## src/rtl/pma_arb_pkg.sv

```systemverilog
// Shared types and constants for the PMA checker arbiter.
package pma_arb_pkg;

  typedef enum logic [1:0] {IDLE, CHECK, RESP} statetype;

  localparam int unsigned REQ_HPTW = 0;
  localparam int unsigned REQ_LSU  = 1;
  localparam int unsigned REQ_IFU  = 2;

  typedef enum logic [2:0] {
    ACC_READ   = 3'b000,
    ACC_WRITE  = 3'b001,
    ACC_EXEC   = 3'b010,
    ACC_ATOMIC = 3'b011,
    ACC_CMO    = 3'b100
  } accesstype;

  localparam logic [3:0] CMO_OP = 4'b0001;

  // Picks the fault flavour that matters for the access being checked.
  function automatic logic sel_fault(input accesstype t, input logic instr_f,
                                     input logic load_f, input logic store_f);
    if (t == ACC_EXEC) return instr_f;
    if (t == ACC_READ) return load_f;
    return store_f;
  endfunction

endpackage

```

## src/rtl/pma_arb_prio.sv

```systemverilog
// Fixed-priority selector (HPTW > LSU > IFU) with IFU starvation promotion.
module pma_arb_prio
  import pma_arb_pkg::*;
#(
  parameter int unsigned STARVE_LIMIT = 4
) (
  input  logic       clk,
  input  logic       reset,
  input  logic       arb_en_i,
  input  logic [2:0] req_i,
  input  logic       ifu_flush_i,
  output logic [2:0] gnt_o,
  output logic [1:0] idx_o
);

  logic [3:0] starve_q, starve_d;
  logic [2:0] req_eff;
  logic       ifu_promote;

  assign req_eff     = {req_i[REQ_IFU] & ~ifu_flush_i, req_i[REQ_LSU], req_i[REQ_HPTW]};
  assign ifu_promote = req_eff[REQ_IFU] && (starve_q >= 4'(STARVE_LIMIT));

  always_comb begin
    gnt_o = '0;
    idx_o = '0;
    if (arb_en_i) begin
      if (ifu_promote) begin
        gnt_o[REQ_IFU] = 1'b1;
        idx_o          = 2'(REQ_IFU);
      end else if (req_eff[REQ_HPTW]) begin
        gnt_o[REQ_HPTW] = 1'b1;
        idx_o           = 2'(REQ_HPTW);
      end else if (req_eff[REQ_LSU]) begin
        gnt_o[REQ_LSU] = 1'b1;
        idx_o          = 2'(REQ_LSU);
      end else if (req_eff[REQ_IFU]) begin
        gnt_o[REQ_IFU] = 1'b1;
        idx_o          = 2'(REQ_IFU);
      end
    end
  end

  // A flushed IFU request is neither a loss nor an absence: the count holds.
  always_comb begin
    starve_d = starve_q;
    if (arb_en_i && !(req_i[REQ_IFU] && ifu_flush_i)) begin
      if (req_eff[REQ_IFU] && !gnt_o[REQ_IFU]) begin
        starve_d = (starve_q == 4'd15) ? 4'd15 : starve_q + 4'd1;
      end else begin
        starve_d = '0;
      end
    end
  end

  always_ff @(posedge clk) begin
    if (reset) starve_q <= '0;
    else       starve_q <= starve_d;
  end

endmodule

```

## src/rtl/pma_check_arbiter.sv

```systemverilog
// Time-shares one combinational PMA checker between HPTW, LSU and IFU.
module pma_check_arbiter
  import pma_arb_pkg::*;
#(
  parameter int unsigned PA_BITS      = 56,
  parameter int unsigned STARVE_LIMIT = 4
) (
  input  logic                 clk,
  input  logic                 reset,
  input  logic [2:0]           Req,
  input  logic [3*PA_BITS-1:0] ReqAddr,
  input  logic [5:0]           ReqSize,
  input  logic [8:0]           ReqType,
  output logic [2:0]           Gnt,
  input  logic                 FlushF,
  output logic                 RspValid,
  output logic [1:0]           RspId,
  input  logic                 RspReady,
  output logic                 RspFault,
  output logic                 RspCacheable,
  output logic                 RspIdempotent,
  output logic                 RspSelTIM,
  output logic [PA_BITS-1:0]   ChkAddr,
  output logic [1:0]           ChkSize,
  output logic                 ChkRead,
  output logic                 ChkWrite,
  output logic                 ChkExec,
  output logic                 ChkAtomic,
  output logic [3:0]           ChkCMOp,
  input  logic                 ChkCacheable,
  input  logic                 ChkIdempotent,
  input  logic                 ChkSelTIM,
  input  logic                 ChkInstrFault,
  input  logic                 ChkLoadFault,
  input  logic                 ChkStoreFault
);

  statetype             state_q, state_d;
  logic [1:0]           owner_q;
  logic [PA_BITS-1:0]   addr_q;
  logic [1:0]           size_q;
  accesstype            type_q;
  logic                 fault_q, cach_q, idem_q, tim_q;

  logic [2:0]           win_gnt;
  logic [1:0]           win_idx;
  logic                 ifu_flush;
  logic [PA_BITS-1:0]   req_addr [3];
  logic [1:0]           req_size [3];
  logic [2:0]           req_type [3];

  always_comb begin
    for (int i = 0; i < 3; i++) begin
      req_addr[i] = ReqAddr[i*PA_BITS +: PA_BITS];
      req_size[i] = ReqSize[i*2 +: 2];
      req_type[i] = ReqType[i*3 +: 3];
    end
  end

  pma_arb_prio #(
    .STARVE_LIMIT(STARVE_LIMIT)
  ) u_prio (
    .clk        (clk),
    .reset      (reset),
    .arb_en_i   (state_q == IDLE),
    .req_i      (Req),
    .ifu_flush_i(FlushF),
    .gnt_o      (win_gnt),
    .idx_o      (win_idx)
  );

  assign ifu_flush = FlushF && (owner_q == 2'(REQ_IFU));

  always_ff @(posedge clk) begin
    if (reset) state_q <= IDLE;
    else       state_q <= state_d;
  end

  always_comb begin
    state_d = state_q;
    unique case (state_q)
      IDLE:    if (|win_gnt) state_d = CHECK;
      CHECK:   state_d = ifu_flush ? IDLE : RESP;
      RESP:    if (ifu_flush || RspReady) state_d = IDLE;
      default: state_d = IDLE;
    endcase
  end

  always_ff @(posedge clk) begin
    if (reset) begin
      owner_q <= '0;
      addr_q  <= '0;
      size_q  <= '0;
      type_q  <= ACC_READ;
      fault_q <= 1'b0;
      cach_q  <= 1'b0;
      idem_q  <= 1'b0;
      tim_q   <= 1'b0;
    end else begin
      if (state_q == IDLE && |win_gnt) begin
        owner_q <= win_idx;
        addr_q  <= req_addr[win_idx];
        size_q  <= req_size[win_idx];
        type_q  <= accesstype'(req_type[win_idx]);
      end
      if (state_q == CHECK && !ifu_flush) begin
        fault_q <= sel_fault(type_q, ChkInstrFault, ChkLoadFault, ChkStoreFault);
        cach_q  <= ChkCacheable;
        idem_q  <= ChkIdempotent;
        tim_q   <= ChkSelTIM;
      end
    end
  end

  always_comb begin
    Gnt           = win_gnt;
    RspValid      = (state_q == RESP);
    RspId         = owner_q;
    RspFault      = fault_q;
    RspCacheable  = cach_q;
    RspIdempotent = idem_q;
    RspSelTIM     = tim_q;
    ChkAddr       = addr_q;
    ChkSize       = size_q;
    ChkRead       = 1'b0;
    ChkWrite      = 1'b0;
    ChkExec       = 1'b0;
    ChkAtomic     = 1'b0;
    ChkCMOp       = 4'b0000;
    if (state_q == CHECK) begin
      unique case (type_q)
        ACC_READ:   ChkRead = 1'b1;
        ACC_WRITE:  ChkWrite = 1'b1;
        ACC_EXEC:   ChkExec = 1'b1;
        ACC_ATOMIC: begin
          ChkRead   = 1'b1;
          ChkWrite  = 1'b1;
          ChkAtomic = 1'b1;
        end
        ACC_CMO:    ChkCMOp = CMO_OP;
        default:    ;
      endcase
    end
  end

endmodule

```

## config.mk

```make
export PLATFORM = sky130hd
export DESIGN_NAME = pma_check_arbiter
export DESIGN_NICKNAME = d
export VERILOG_FILES = /design/src/rtl/pma_arb_pkg.sv /design/src/rtl/pma_arb_prio.sv /design/src/rtl/pma_check_arbiter.sv
export SDC_FILE = /design/constraint.sdc
export NUM_CORES = 1
export LEC_CHECK = 0
export CORE_MARGIN = 2
export CORE_UTILIZATION = 30
export DETAILED_ROUTE_END_ITERATION = 16
export PLACE_DENSITY = 0.77
export SLEW_MARGIN = 5
export SYNTH_ARGS = -nofsm -noshare
export SYNTH_HDL_FRONTEND = slang
export SYNTH_SLANG_ARGS = --single-unit
```

## constraint.sdc

```tcl
create_clock -name clk -period 2.1 [get_ports clk]
set_input_delay 0.525 -clock clk [delete_from_list [all_inputs] [get_ports clk]]
set_output_delay 0.525 -clock clk [all_outputs]
set_load 0.05 [all_outputs]
```

==> out/metrics.cfg <==
[drt]
ant_nets=0
wl_mm=13.6
num_vias=4071
drtIter0Drc=264
drcViolationCount=0
drtPass1Iterations=5
wl_per_cell_um=17.4
viasPerCell=5.23

[cells_and_area]
n_antenna_cell=0
nets=829
area_delta_synth_final_pct=99.3
layout-drive-gt1-share_pct=12.3
postLayoutCellArea_um2=6940
seq_area_um2=1460
final_cells=779
final.fill_count=953
multiInputGateArea_um2=1920

[global_route]
grt_overflow_total=0
grt_pass1_vias=4267
antenna_found_initial=0
track_usage_pct=21.0
grt_pass1_wl_mm=21.3
grt_start_max_net_pins=74

[clock_network]
clk_latency_ps=320
cts.sinks=73
tritoncts=built
hold_buffers=0
clkTransAtPathRegs_ps=50
htree_levels=3
cts-root-buf=clkbuf_16
cts_made_buffers=9
clock_path_buffers=2

[synth]
syn_area_um2=3480
synthArstFlopShare_pct=0
syn_inst=356
yosys_warnings=0
syn_avg_cell_area_um2=9.78
synthFlopType=dfxtp_1
yosys.cell_types.count=34
ys_seq_area_share_pct=42.0
ys_seq_elements=73
synth_edf_count=0

[sta]
fin_crit_sh_pct=98.4
slew-limit-headroom_pct=46.6
worstMarginPinSlew_ps=801
period_minus_slack_ps=2070
fin_setup_tns_ps=0
setup_viol_count_final=0
maxSlewViolCount=0
skew_ps=8.96
max_freq_ghz=0.484
whs_ps=476
final-hold-violation-count=0
rsz0062_at_grt=yes

[min_path]
holdPathStages=2
hold_path_class=reg2reg

[critical_path]
arrival_ps=1540
path_depth=5
crit_family=buffers and inverters
path_max_fanout=2
cp_cell_sequence=buf_6 > or2_4 > a2111oi_4 > buf_4 > buf_12
crit_type=in2out
cp-start-kind=input port
crit_path_max_incr_delay_ps=360
slowest_stage=a2111oi_4
critPathRequiredTime_ps=1570
rr_worst_depth=8
worst-path-buf-inv=3
end_kind=output port

[placed_design]
gp_congestion=0.830
hpwl_mm=10.1
place_area_um2=6550
dp_cells=760
io_buffers=268

[power]
pwr_density_cell_nw_per_um2=744
p_leak_nw=2.85
ir_worst_vdd_uv=467

[die]
ios=272
start_util_pct=30.6
row_count=39
dieArea_um2=12500
die_h_um=112
core_um2=11400
fp.dieW_um=112

[run_status]
run_status=completed

[job]
cap_viol_max_count=0

[cells in the mapped netlist (all sizes together), types with 2 or more instances]
cell	number	area share [%]
a21oi	5	0.72
a22oi	61	13
and2	2	0.36
buf	24	3.6
clkbuf	14	1.5
dfxtp	73	42
inv	2	0.22
mux2i	66	19
nand2	7	0.75
nand2b	4	0.72
nand4	2	0.36
nor2	10	1.1
nor2b	2	0.36
nor3	2	0.29
nor3b	2	0.43
nor4b	2	0.50
o21ai	3	0.43
o22ai	61	11
[state kept, by name, summed over array words and instances (netlist names)]
signal,flops
ChkAddr,56
u_prio.starve_q,4
type_q,3
ChkSize,2
RspId,2
state_q,2
RspCacheable,1
RspFault,1
RspIdempotent,1
RspSelTIM,1
[placed cells by master, fill, tap and decap left out, types with 2 or more instances in the layout]
master and count:
buf_4 34, nor3_1 2, bufinv_16 2, mux2i_1 66, conb_1 3, dlygate4sd2_1 2, nor2b_1 2, nand2b_4 2
nor4b_2 2, clkinvlp_4 3, o22ai_1 61, clkdlybuf4s50_1 249, nor2_1 9, nand2_1 7, nand4_1 2, buf_6 2
clkbuf_16 9, and2_1 2, nand2b_1 2, a21oi_1 5, dfxtp_1 72, o21ai_0 2, a22oi_1 61, buf_12 12
[what timing repair did]
| action | in CTS | in global routing |
|---|---|---|
| pin swaps | 3 | 2 |
| gates cloned | 0 | 0 |
| gates resized for setup | 17 | 5 |
| buffers inserted | 2 | 2 |
| setup endpoints to repair | 26 | 3 |
[area by class of cell]
type	instances	area share, %
Timing Repair Buffer	301	43.9
Sequential cell	73	21.1
Multi-Input combinational cell	245	27.6
Inverter	2	0.162
Clock inverter	5	1.15
Clock buffer	10	3.44
Tap cell	143	2.58
[stage by stage]
| step | utilization [%] | setup WS (ps) | total power [mW] |
|---|---|---|---|
| after floorplan | - | -249 | 2.66 |
| after global placement | 57.6 | -366 | 3.50 |
| after detailed placement | 57.6 | -367 | 3.53 |
| after CTS | 60.8 | -4.12 | 5.20 |
| after global routing | 61.0 | -28.0 | 5.39 |
| final | 61.0 | 34.2 | 5.17 |
[where the power goes]
part / total (mW) / switching (mW) / leakage (nW) / internal [mW]
Clock: 1.64 / 0.577 / 0.151 / 1.06
Sequential: 1.65 / 0.107 / 0.602 / 1.54
Combinational: 1.87 / 1.02 / 2.10 / 0.857
[worst min-delay path, cell delays in order, from the launching register on]
cell     delay, ps
dfxtp_1        310
nand2_1         50
a21oi_1         60
[logic make-up after synthesis]
family	share of synthesized area [%]
other	0.108
XOR/XNOR	0.252
adder cells (fa/ha/maj)	0.359
multiplexers	19.0
AO/OA/AOI/OAI	27.4
AND/OR/NAND/NOR	5.57
buffers and inverters	5.36
flip-flops	42.0
[path summary, 6_finish.rpt]
kind                        endpoint  slack, ps          startpoint
setup / recovery              Gnt[2]         30              Req[0]
setup reg to reg         ChkAddr[21]        230  u_prio.starve_q[2]
hold reg to reg   u_prio.starve_q[1]        480  u_prio.starve_q[1]
hold / removal    u_prio.starve_q[1]        480  u_prio.starve_q[1]
[routing by layer]
metal  routed length [µm]  vias to the layer above  track usage, %
li1                     -                     1933               -
met1                 5290                     1924            24.0
met2                 6850                      196            37.6
met3                 1160                       18            5.82
met4                  257                        0            7.08
met5                    0                        -               0
Power figures use the tool's default switching activity.
